--- config.mk ---
export PLATFORM = sky130hd
export DESIGN_NAME = fetch_pc_unit_flat
export DESIGN_NICKNAME = d
export VERILOG_FILES = /design/src/rtl/fetch_pc_unit_if.sv /design/src/rtl/fetch_pc_unit.sv /design/src/flat_wrapper.sv
export SDC_FILE = /design/constraint.sdc
export NUM_CORES = 1
export LEC_CHECK = 0
export ABC_CLOCK_PERIOD_IN_PS = 2800
export CAP_MARGIN = 0
export CORE_ASPECT_RATIO = 0.8
export CORE_MARGIN = 2
export CORE_UTILIZATION = 40
export DETAILED_ROUTE_END_ITERATION = 10
export HOLD_SLACK_MARGIN = 0.05
export MAX_ROUTING_LAYER = met4
export PLACE_DENSITY_LB_ADDON = 0.25
export SLEW_MARGIN = 30
export SYNTH_ARGS = -nofsm -noshare
export SYNTH_HDL_FRONTEND = slang
export SYNTH_SLANG_ARGS = --single-unit
--- constraint.sdc ---
create_clock -name clk -period 2.8 [get_ports clk]
set_input_delay 0.84 -clock clk [delete_from_list [all_inputs] [get_ports clk]]
set_output_delay 0.84 -clock clk [all_outputs]
set_load 0.01 [all_outputs]
--- src/rtl/fetch_pc_unit_if.sv ---
// Instruction-memory request/acknowledge port between the fetch unit and memory.
interface fetch_pc_unit_if;
    logic        imem_req;
    logic [31:0] imem_addr;
    logic        imem_ack;
    logic [31:0] imem_rdata;

    // Fetch unit drives the request; memory returns ack and data.
    modport master (
        output imem_req,
        output imem_addr,
        input  imem_ack,
        input  imem_rdata
    );

    modport slave (
        input  imem_req,
        input  imem_addr,
        output imem_ack,
        output imem_rdata
    );
endinterface

--- src/rtl/fetch_pc_unit.sv ---
// Instruction-fetch controller: owns the PC, issues imem requests, loads IF/ID,
// applies ID-stage redirects and absorbs hazard stalls through a one-entry skid buffer.
module fetch_pc_unit #(
    parameter logic [31:0] RESET_PC = 32'h0000_0000,
    parameter logic [31:0] NOP      = 32'h0000_0000
) (
    input  logic                   clk,
    input  logic                   rst_n,
    input  logic                   pc_sel_i,
    input  logic [31:0]            branch_target_i,
    input  logic                   jump_sel_i,
    input  logic [31:0]            jump_target_i,
    input  logic                   stall_i,
    fetch_pc_unit_if.master        imem,
    output logic [31:0]            if_instr_o,
    output logic [31:0]            if_pc4_o,
    output logic                   if_valid_o
);

    localparam int unsigned XLEN = 32;

    typedef enum logic [1:0] {
        ST_IDLE    = 2'd0,
        ST_FETCH   = 2'd1,
        ST_DISCARD = 2'd2,
        ST_HOLD    = 2'd3
    } state_e;

    state_e            state_q, state_d;
    logic [XLEN-1:0]   pc_q, pc_d;
    logic [XLEN-1:0]   req_addr_q, req_addr_d;
    logic [XLEN-1:0]   skid_instr_q, skid_instr_d;
    logic [XLEN-1:0]   skid_pc4_q, skid_pc4_d;
    logic [XLEN-1:0]   if_instr_q, if_instr_d;
    logic [XLEN-1:0]   if_pc4_q, if_pc4_d;
    logic              if_valid_q, if_valid_d;
    logic              req_q, req_d;

    logic              redir;
    logic [XLEN-1:0]   target;
    logic [XLEN-1:0]   pc_plus4;

    // Redirects are ignored while the hazard unit stalls; a taken branch beats a jump.
    assign redir    = (pc_sel_i | jump_sel_i) & ~stall_i;
    assign target   = pc_sel_i ? branch_target_i : jump_target_i;
    assign pc_plus4 = pc_q + XLEN'(4);

    assign imem.imem_req  = req_q;
    assign imem.imem_addr = req_addr_q;
    assign if_instr_o     = if_instr_q;
    assign if_pc4_o       = if_pc4_q;
    assign if_valid_o     = if_valid_q;

    // Next-state, PC, request address, skid and IF/ID update.
    always_comb begin
        state_d      = state_q;
        pc_d         = pc_q;
        req_addr_d   = req_addr_q;
        skid_instr_d = skid_instr_q;
        skid_pc4_d   = skid_pc4_q;
        if_instr_d   = if_instr_q;
        if_pc4_d     = if_pc4_q;
        if_valid_d   = if_valid_q;

        case (state_q)
            ST_IDLE: begin
                req_addr_d = pc_q;
                state_d    = ST_FETCH;
            end
            ST_FETCH: begin
                if (redir) begin
                    pc_d       = target;
                    if_instr_d = NOP;
                    if_pc4_d   = '0;
                    if_valid_d = 1'b0;
                    if (imem.imem_ack) begin
                        req_addr_d = target;
                    end else begin
                        // Outstanding request must complete at its old address.
                        state_d = ST_DISCARD;
                    end
                end else if (imem.imem_ack && stall_i) begin
                    skid_instr_d = imem.imem_rdata;
                    skid_pc4_d   = pc_plus4;
                    state_d      = ST_HOLD;
                end else if (imem.imem_ack) begin
                    if_instr_d = imem.imem_rdata;
                    if_pc4_d   = pc_plus4;
                    if_valid_d = 1'b1;
                    pc_d       = pc_plus4;
                    req_addr_d = pc_plus4;
                end else if (!stall_i) begin
                    if_instr_d = NOP;
                    if_pc4_d   = '0;
                    if_valid_d = 1'b0;
                end
            end
            ST_DISCARD: begin
                if (redir) begin
                    pc_d = target;
                end
                if (imem.imem_ack) begin
                    req_addr_d = pc_d;
                    state_d    = ST_FETCH;
                end
                if (!stall_i) begin
                    if_instr_d = NOP;
                    if_pc4_d   = '0;
                    if_valid_d = 1'b0;
                end
            end
            ST_HOLD: begin
                if (!stall_i) begin
                    state_d = ST_FETCH;
                    if (redir) begin
                        pc_d       = target;
                        req_addr_d = target;
                        if_instr_d = NOP;
                        if_pc4_d   = '0;
                        if_valid_d = 1'b0;
                    end else begin
                        if_instr_d = skid_instr_q;
                        if_pc4_d   = skid_pc4_q;
                        if_valid_d = 1'b1;
                        pc_d       = skid_pc4_q;
                        req_addr_d = skid_pc4_q;
                    end
                end
            end
            default: begin
                state_d = ST_IDLE;
            end
        endcase

        req_d = (state_d == ST_FETCH) || (state_d == ST_DISCARD);
    end

    // State and datapath registers.
    always_ff @(posedge clk or negedge rst_n) begin
        if (!rst_n) begin
            state_q      <= ST_IDLE;
            pc_q         <= RESET_PC;
            req_addr_q   <= RESET_PC;
            skid_instr_q <= '0;
            skid_pc4_q   <= '0;
            if_instr_q   <= NOP;
            if_pc4_q     <= '0;
            if_valid_q   <= 1'b0;
            req_q        <= 1'b0;
        end else begin
            state_q      <= state_d;
            pc_q         <= pc_d;
            req_addr_q   <= req_addr_d;
            skid_instr_q <= skid_instr_d;
            skid_pc4_q   <= skid_pc4_d;
            if_instr_q   <= if_instr_d;
            if_pc4_q     <= if_pc4_d;
            if_valid_q   <= if_valid_d;
            req_q        <= req_d;
        end
    end

endmodule
--- src/flat_wrapper.sv ---
// flat-port wrapper written by rule: the top's interface ports become plain ports
module fetch_pc_unit_flat 
#(
    parameter logic [31:0] RESET_PC = 32'h0000_0000,
    parameter logic [31:0] NOP      = 32'h0000_0000
)
  (clk, rst_n, pc_sel_i, branch_target_i, jump_sel_i, jump_target_i, stall_i, if_instr_o, if_pc4_o, if_valid_o, imem_imem_req, imem_imem_addr, imem_imem_ack, imem_imem_rdata);
  fetch_pc_unit_if imem_i ();
  input  logic clk;
  input  logic rst_n;
  input  logic pc_sel_i;
  input  logic [31:0] branch_target_i;
  input  logic jump_sel_i;
  input  logic [31:0] jump_target_i;
  input  logic stall_i;
  output logic [31:0] if_instr_o;
  output logic [31:0] if_pc4_o;
  output logic if_valid_o;
  output wire logic [$bits(imem_i.imem_req)-1:0] imem_imem_req;
  output wire logic [$bits(imem_i.imem_addr)-1:0] imem_imem_addr;
  input wire logic [$bits(imem_i.imem_ack)-1:0] imem_imem_ack;
  input wire logic [$bits(imem_i.imem_rdata)-1:0] imem_imem_rdata;
  assign imem_imem_req = imem_i.imem_req;
  assign imem_imem_addr = imem_i.imem_addr;
  assign imem_i.imem_ack = imem_imem_ack;
  assign imem_i.imem_rdata = imem_imem_rdata;
  fetch_pc_unit #(.RESET_PC(RESET_PC), .NOP(NOP)) u_core (.clk(clk), .rst_n(rst_n), .pc_sel_i(pc_sel_i), .branch_target_i(branch_target_i), .jump_sel_i(jump_sel_i), .jump_target_i(jump_target_i), .stall_i(stall_i), .imem(imem_i), .if_instr_o(if_instr_o), .if_pc4_o(if_pc4_o), .if_valid_o(if_valid_o));
endmodule
==> out/results.tsv <==
metric	value	unit
status	complete, no violations	
DP Wirelength	22600	um
Initial Utilization	0.4051	
Synth Flop Type	dfrtp_1	
crit path time final	2480	ps
drt first pass iters	5	
Nets	1325	
Buf/Inv on CP	4	
Final Hold Violating Endpoints	0	
peak supply drop	0.5210	mV
All-Layer GR Usage	0.2455	
most used cell, CP	buf_12	
WP data required	3140	ps
asr flop ratio synth	1.000	
RSZ-0062 raised after global routing	false	
hold_ws	358.2	ps
Root Driver	clkbuf_16	
arrival time worst endpoint	2820	ps
Routed Wire Length	31580	um
area delta synth->final	30.80	%
fillcell total	2227	
pin count of the biggest net entering global routing	68	
Post-CTS Hold Fix Bufs	0	
Worst Tran Pin Value	629.6	ps
final setup fails	0	
Crit. path cell count	8	
worst-path cell with the longest stage delay	clkdlybuf4s50_1	
port bufs	199	
CP Class	input pin to flop	
Final Slew Violations	0	
Worst-Skew Late Latency	440	ps
pre-CTS WS	-88.43	ps
Synth Register Bits	196	
Vert. Die Dim	146.8	um
post-synthesis sequential area ratio	0.4809	
Syn Nets	1151	
initial antenna violation count	0	
total number of vias	8986	
Final ANT Viol Nets	0	
DRT iter0 DRCs	826	
synth unique cells	65	
number of global-route vias before repair	8585	
Core Area	25180	sq um
die area	26800	sq um
CP endpoint kind	flop	
syn avg cell area	9.733	sq um
fin area	13340	sq um
Ys Warns	0	
Layout Skew	17.18	ps
share of layout cells above drive strength 1	0.1409	
first-pass GRT wire length	49820	um
CTS buffer count	17	
worst hold path type	input pin to async pin	
Yosys top cell area share	0.4809	
Clock Sinks	196	
Area after DPL	12720	sq um
H-tree levels	4	
FMAX	403.2	MHz
largest area contributor in the netlist	dfrtp_1	
Fin Setup TNS	0	ps
CP startpoint kind	input pin	
Max Cap Viol	0	
commonest non-fill, non-tap cell in the layout	clkdlybuf4s50_1	
Antenna Cells	0	
top cells by area, synth	dfrtp_1, o21ai_0, mux2_2, a22oi_1, nand2_1	
PD cells	840.9	nW/um^2
Lkg Pwr	0.005496	uW
Worst R2R Path Depth	5	
gr ovfl total	0	
Slew headroom	0.5803	
Post-Syn Instances	1048	
fin worst setup slack	319.6	ps
overall power	11220	uW
routability cong.	0.8961	
reg2reg setup slack	560	ps
clock tree from TritonCTS	done	
Post-CTS Setup Repair Bufs	0	
commonest cells after routing, fill and taps aside	clkdlybuf4s50_1, dfrtp_1, o21ai_0, nand2_1, a22oi_1	
fin crit share	0.8859	
Top delay family on crit path	buffers and inverters	
Cell Rows	52	
IO Count	200	
CP max FO	45	
clock slew at reported path FFs	90	ps
crit path cell chain	clkdlybuf4s50_1 > o21ba_2 > buf_4 > buf_12 > nor2_4 > buf_12 > a22oi_1 > o21ai_0	
Remaining DRCs	0	
routed vias/inst	5.764	
clk buf depth	2	
synthesized area	10200	sq um
PostCTS Resize Cnt	0	
die width	182.5	um
Post-synth EDFFs	0	
wire per inst	20.25	um
Crit path largest cell delay	620	ps
cell families after synthesis:
| kind of cell | count (synthesis) | share of synthesized area |
|---|---|---|
| mux | 91 | 0.09642 |
| xor+xnor | 23 | 0.01975 |
| compound gates | 344 | 0.2163 |
| fa+ha+maj | 1 | 0.001226 |
| simple gates | 290 | 0.1396 |
| flops | 196 | 0.4809 |
| buf+inv | 103 | 0.04588 |
routing by layer:
layer | vias up | GRT usage | routed length, um
met5 | - | - | 0
li1 | 4197 | - | -
met1 | 4428 | 0.3650 | 15140
met4 | 0 | 0.04153 | 282
met2 | 338 | 0.3447 | 13840
met3 | 23 | 0.05751 | 2308
metrics by stage:
step	util	instances
after detailed placement	0.5054	1527
after CTS	0.5299	1559
after floorplan	-	1048
final	0.5299	1559
after global placement	0.5054	1527
after global routing	0.5299	1559
cell usage after synthesis, types with 5 or more instances:
master / instances
nor2_1: 37
and3_1: 11
clkbuf_1: 40
o211ai_1: 5
nor4_2: 5
mux2i_1: 33
buf_1: 9
o31a_1: 7
mux2_2: 58
nor3_1: 12
a211oi_1: 9
or3_1: 6
nand4_1: 15
nand2b_1: 5
o22ai_1: 11
a21oi_1: 19
dfrtp_1: 196
nor4_1: 6
o21ai_0: 143
buf_2: 43
a2bb2oi_1: 6
o21ai_1: 8
buf_4: 7
and4_1: 6
xor2_1: 10
o31ai_1: 6
a31oi_1: 16
xnor2_1: 13
a22oi_1: 72
nand3_1: 32
o21a_1: 5
nand2_1: 135
flip-flops by register name (all words and copies together) (netlist names):
name and flops:
u_core.pc_q 32, u_core.state_q 2, u_core.if_valid_o 1, u_core.if_pc4_o 32, u_core.skid_instr_q 32, u_core.imem.imem_req 1, u_core.skid_pc4_q 32, u_core.imem.imem_addr 32
u_core.if_instr_o 32
power breakdown:
group	switching (uW)	total [uW]	leakage [uW]	internal (uW)
Clock	1260	2580	0.000303	1320
Combinational	1830	3840	0.00274	2020
Sequential	1000	4800	0.00245	3790
Total	4090	11200	0.00550	7130
layout make-up:
cell class | count | area (sq um) | area share
sequential | 196 | 4905 | 0.3676
multi-input combinational | 749 | 4855 | 0.3639
timing repair buffer | 255 | 2549 | 0.1910
clock buffer | 18 | 439.2 | 0.03292
tap | 324 | 405.4 | 0.03039
clock inverter | 14 | 177.7 | 0.01332
inverter | 3 | 11.26 | 0.0008440
final timing paths:
path / from / endpoint
max: stall_i / u_core.if_instr_o[24]
min: rst_n / u_core.skid_instr_q[25]
max reg2reg: u_core.pc_q[13] / u_core.imem.imem_addr[20]
min reg2reg: u_core.if_instr_o[30] / u_core.if_instr_o[30]
max in group asynchronous: rst_n / u_core.if_pc4_o[14]
min in group clk: u_core.if_instr_o[30] / u_core.if_instr_o[30]
Note: power is estimated with default switching activity, not from simulation.
==> edit (config.mk and constraints unchanged) <==
Take the reset off `skid_instr_q` and load it in a clocked block of its own.
--- a/src/rtl/fetch_pc_unit.sv
+++ b/src/rtl/fetch_pc_unit.sv
@@ -141,7 +141,6 @@
             state_q      <= ST_IDLE;
             pc_q         <= RESET_PC;
             req_addr_q   <= RESET_PC;
-            skid_instr_q <= '0;
             skid_pc4_q   <= '0;
             if_instr_q   <= NOP;
             if_pc4_q     <= '0;
@@ -151,7 +150,6 @@
             state_q      <= state_d;
             pc_q         <= pc_d;
             req_addr_q   <= req_addr_d;
-            skid_instr_q <= skid_instr_d;
             skid_pc4_q   <= skid_pc4_d;
             if_instr_q   <= if_instr_d;
             if_pc4_q     <= if_pc4_d;
@@ -160,4 +158,8 @@
         end
     end
 
+    always_ff @(posedge clk) begin
+        skid_instr_q <= skid_instr_d;
+    end
+
 endmodule
Function: not settled (the Yosys comparison gave no result); the edit may change what the design does.
==> edit against the unedited design <==
Cell area down 1.9%. Critical endpoint is now u_core.pc_q[23]. Highest routed layer unchanged. Total power up 7.3%. Final cell count down 1.3%. Area after synthesis down 4.9%. Sequential cell count unchanged. Die area down 4.8%. Sequential share of layout area up 2.0 points. Largest cell class unchanged. Wire length down 1.8%. Setup slack worse by 300 ps.
==> edit: results (changes against the unedited design) <==
routability congestion estimate from global placement 0.901 (+0.55%); R2R Path End u_core.pc_q[23]; DP HPWL 21500 um (-5.0%); vias per std cell 5.72 (-0.72%); Via Count 8801 (-2.1%); hold_ws 332 ps (-26.6 ps); type of the most critical hold path input port to asynchronous set/reset pin; cells after synthesis 1014 (-3.2%); met1 Use GR 36.8% (+0.33 points); clk_lat worst skew 440 ps (about the same); GRT overflow 0 (unchanged); H-tree Lvls 4 (unchanged); R2R Setup Slk 20 ps (-540 ps); critical path fanouts, max 6 (-87%); top cells by area, synth dfrtp_1 (42%), edfxtp_1 (9.9%), o21ai_0 (8.1%); cell count of the worst reg-to-reg path 7 (+2); first drt pass iteration count 5 (unchanged); commonest cells in the synthesized netlist dfrtp_1 (164), nand2_1 (158), o21ai_0 (157), a22oi_1 (74), clkbuf_1 (68); global-route wire length before repair 47900 um (-3.8%); layout net count 1316 (-0.68%); reg2reg start u_core.pc_q[4]; CP delay by family, top simple AND/OR/NAND/NOR gates; cell leakage power 5.24 nW (-4.7%); Clock Path Buffers 2 (unchanged); placed cell area 0.0125 mm2 (-1.7%); initial antenna violation count 0 (unchanged); met2 routed WL 13700 um (-1.4%); mux contribution to synthesized area 5.48% (-4.2 points); met3 usage 5.09% (-0.67 points); Synth Flop Type dfrtp_1; run status completed; Slowest cell on crit path or4_1; layout cells sized above 1 11.7% (-2.3 points); Synth Area in Compound Gates 22.3% (+0.69 points); max incr delay on CP 650 ps (+30 ps); Worst-path clk slew 80 ps; diode count 0 (unchanged); DR iter-0 viols 828 (+0.24%); grt met2 use 36.4% (+2.0 points); pin count of the biggest net entering global routing 51 (-25%); Met3 Wirelength 2420 um (+4.6%); vias in the first global route 8514 (-0.83%); Placed Instances 1506 (-1.4%); XOR/XNOR Fraction of Synth Area 2.35% (+0.37 points); async set-reset flop share out of synthesis 83.7% (-16 points); met1 wire length 14600 um (-3.9%); Rel. slew slack 42.0% (-16 points); Yosys cell types 62 (-4.6%); sequential-to-total area share from yosys stat 52.2% (+4.2 points); DR WL/cell 20.2 um (-0.43%); Worst Skew 16.4 ps (-0.785 ps); EDFF count, synth 32 (+32); Synthesized Nets 1117 (-3.0%); all-layer global routing usage 25.4% (+0.88 points); DP Worst Slack -176 ps (-87.7 ps); Post-Synth Adder-Cell Area 0.129% (+0.0064 points); DR top layer met4; VDD IR-drop max 0.498 mV (-4.5%)
edit: worst max path at each step:
| stage | from | to | slack [ps] |
|---|---|---|---|
| after floorplan | u_core.pc_q[5] | u_core.imem.imem_addr[31] | 130 |
| after global placement | jump_sel_i | u_core.pc_q[13] | -170 |
| after detailed placement | jump_sel_i | u_core.imem.imem_addr[14] | -180 |
| after CTS | u_core.pc_q[4] | u_core.pc_q[23] | 70 |
| after global routing | u_core.pc_q[4] | u_core.pc_q[23] | 2 |
| final | u_core.pc_q[4] | u_core.pc_q[23] | 20 |
edit: cell type report:
type	count	area [um2]
clock buffers	19	433
clock inverters	13	144
fillers	2117	10500
inverters	8	31.3
multi-input cells	720	4310
flip-flops and latches	196	5070
well taps	312	390
repair buffers	270	2710
edit: power breakdown:
| group | internal [mW] | leakage, nW | total, mW | switching [mW] |
|---|---|---|---|---|
| clock network | 1.26 | 0.271 | 2.45 | 1.19 |
| registers | 3.91 | 2.38 | 4.75 | 0.841 |
| logic | 2.39 | 2.59 | 4.84 | 2.45 |
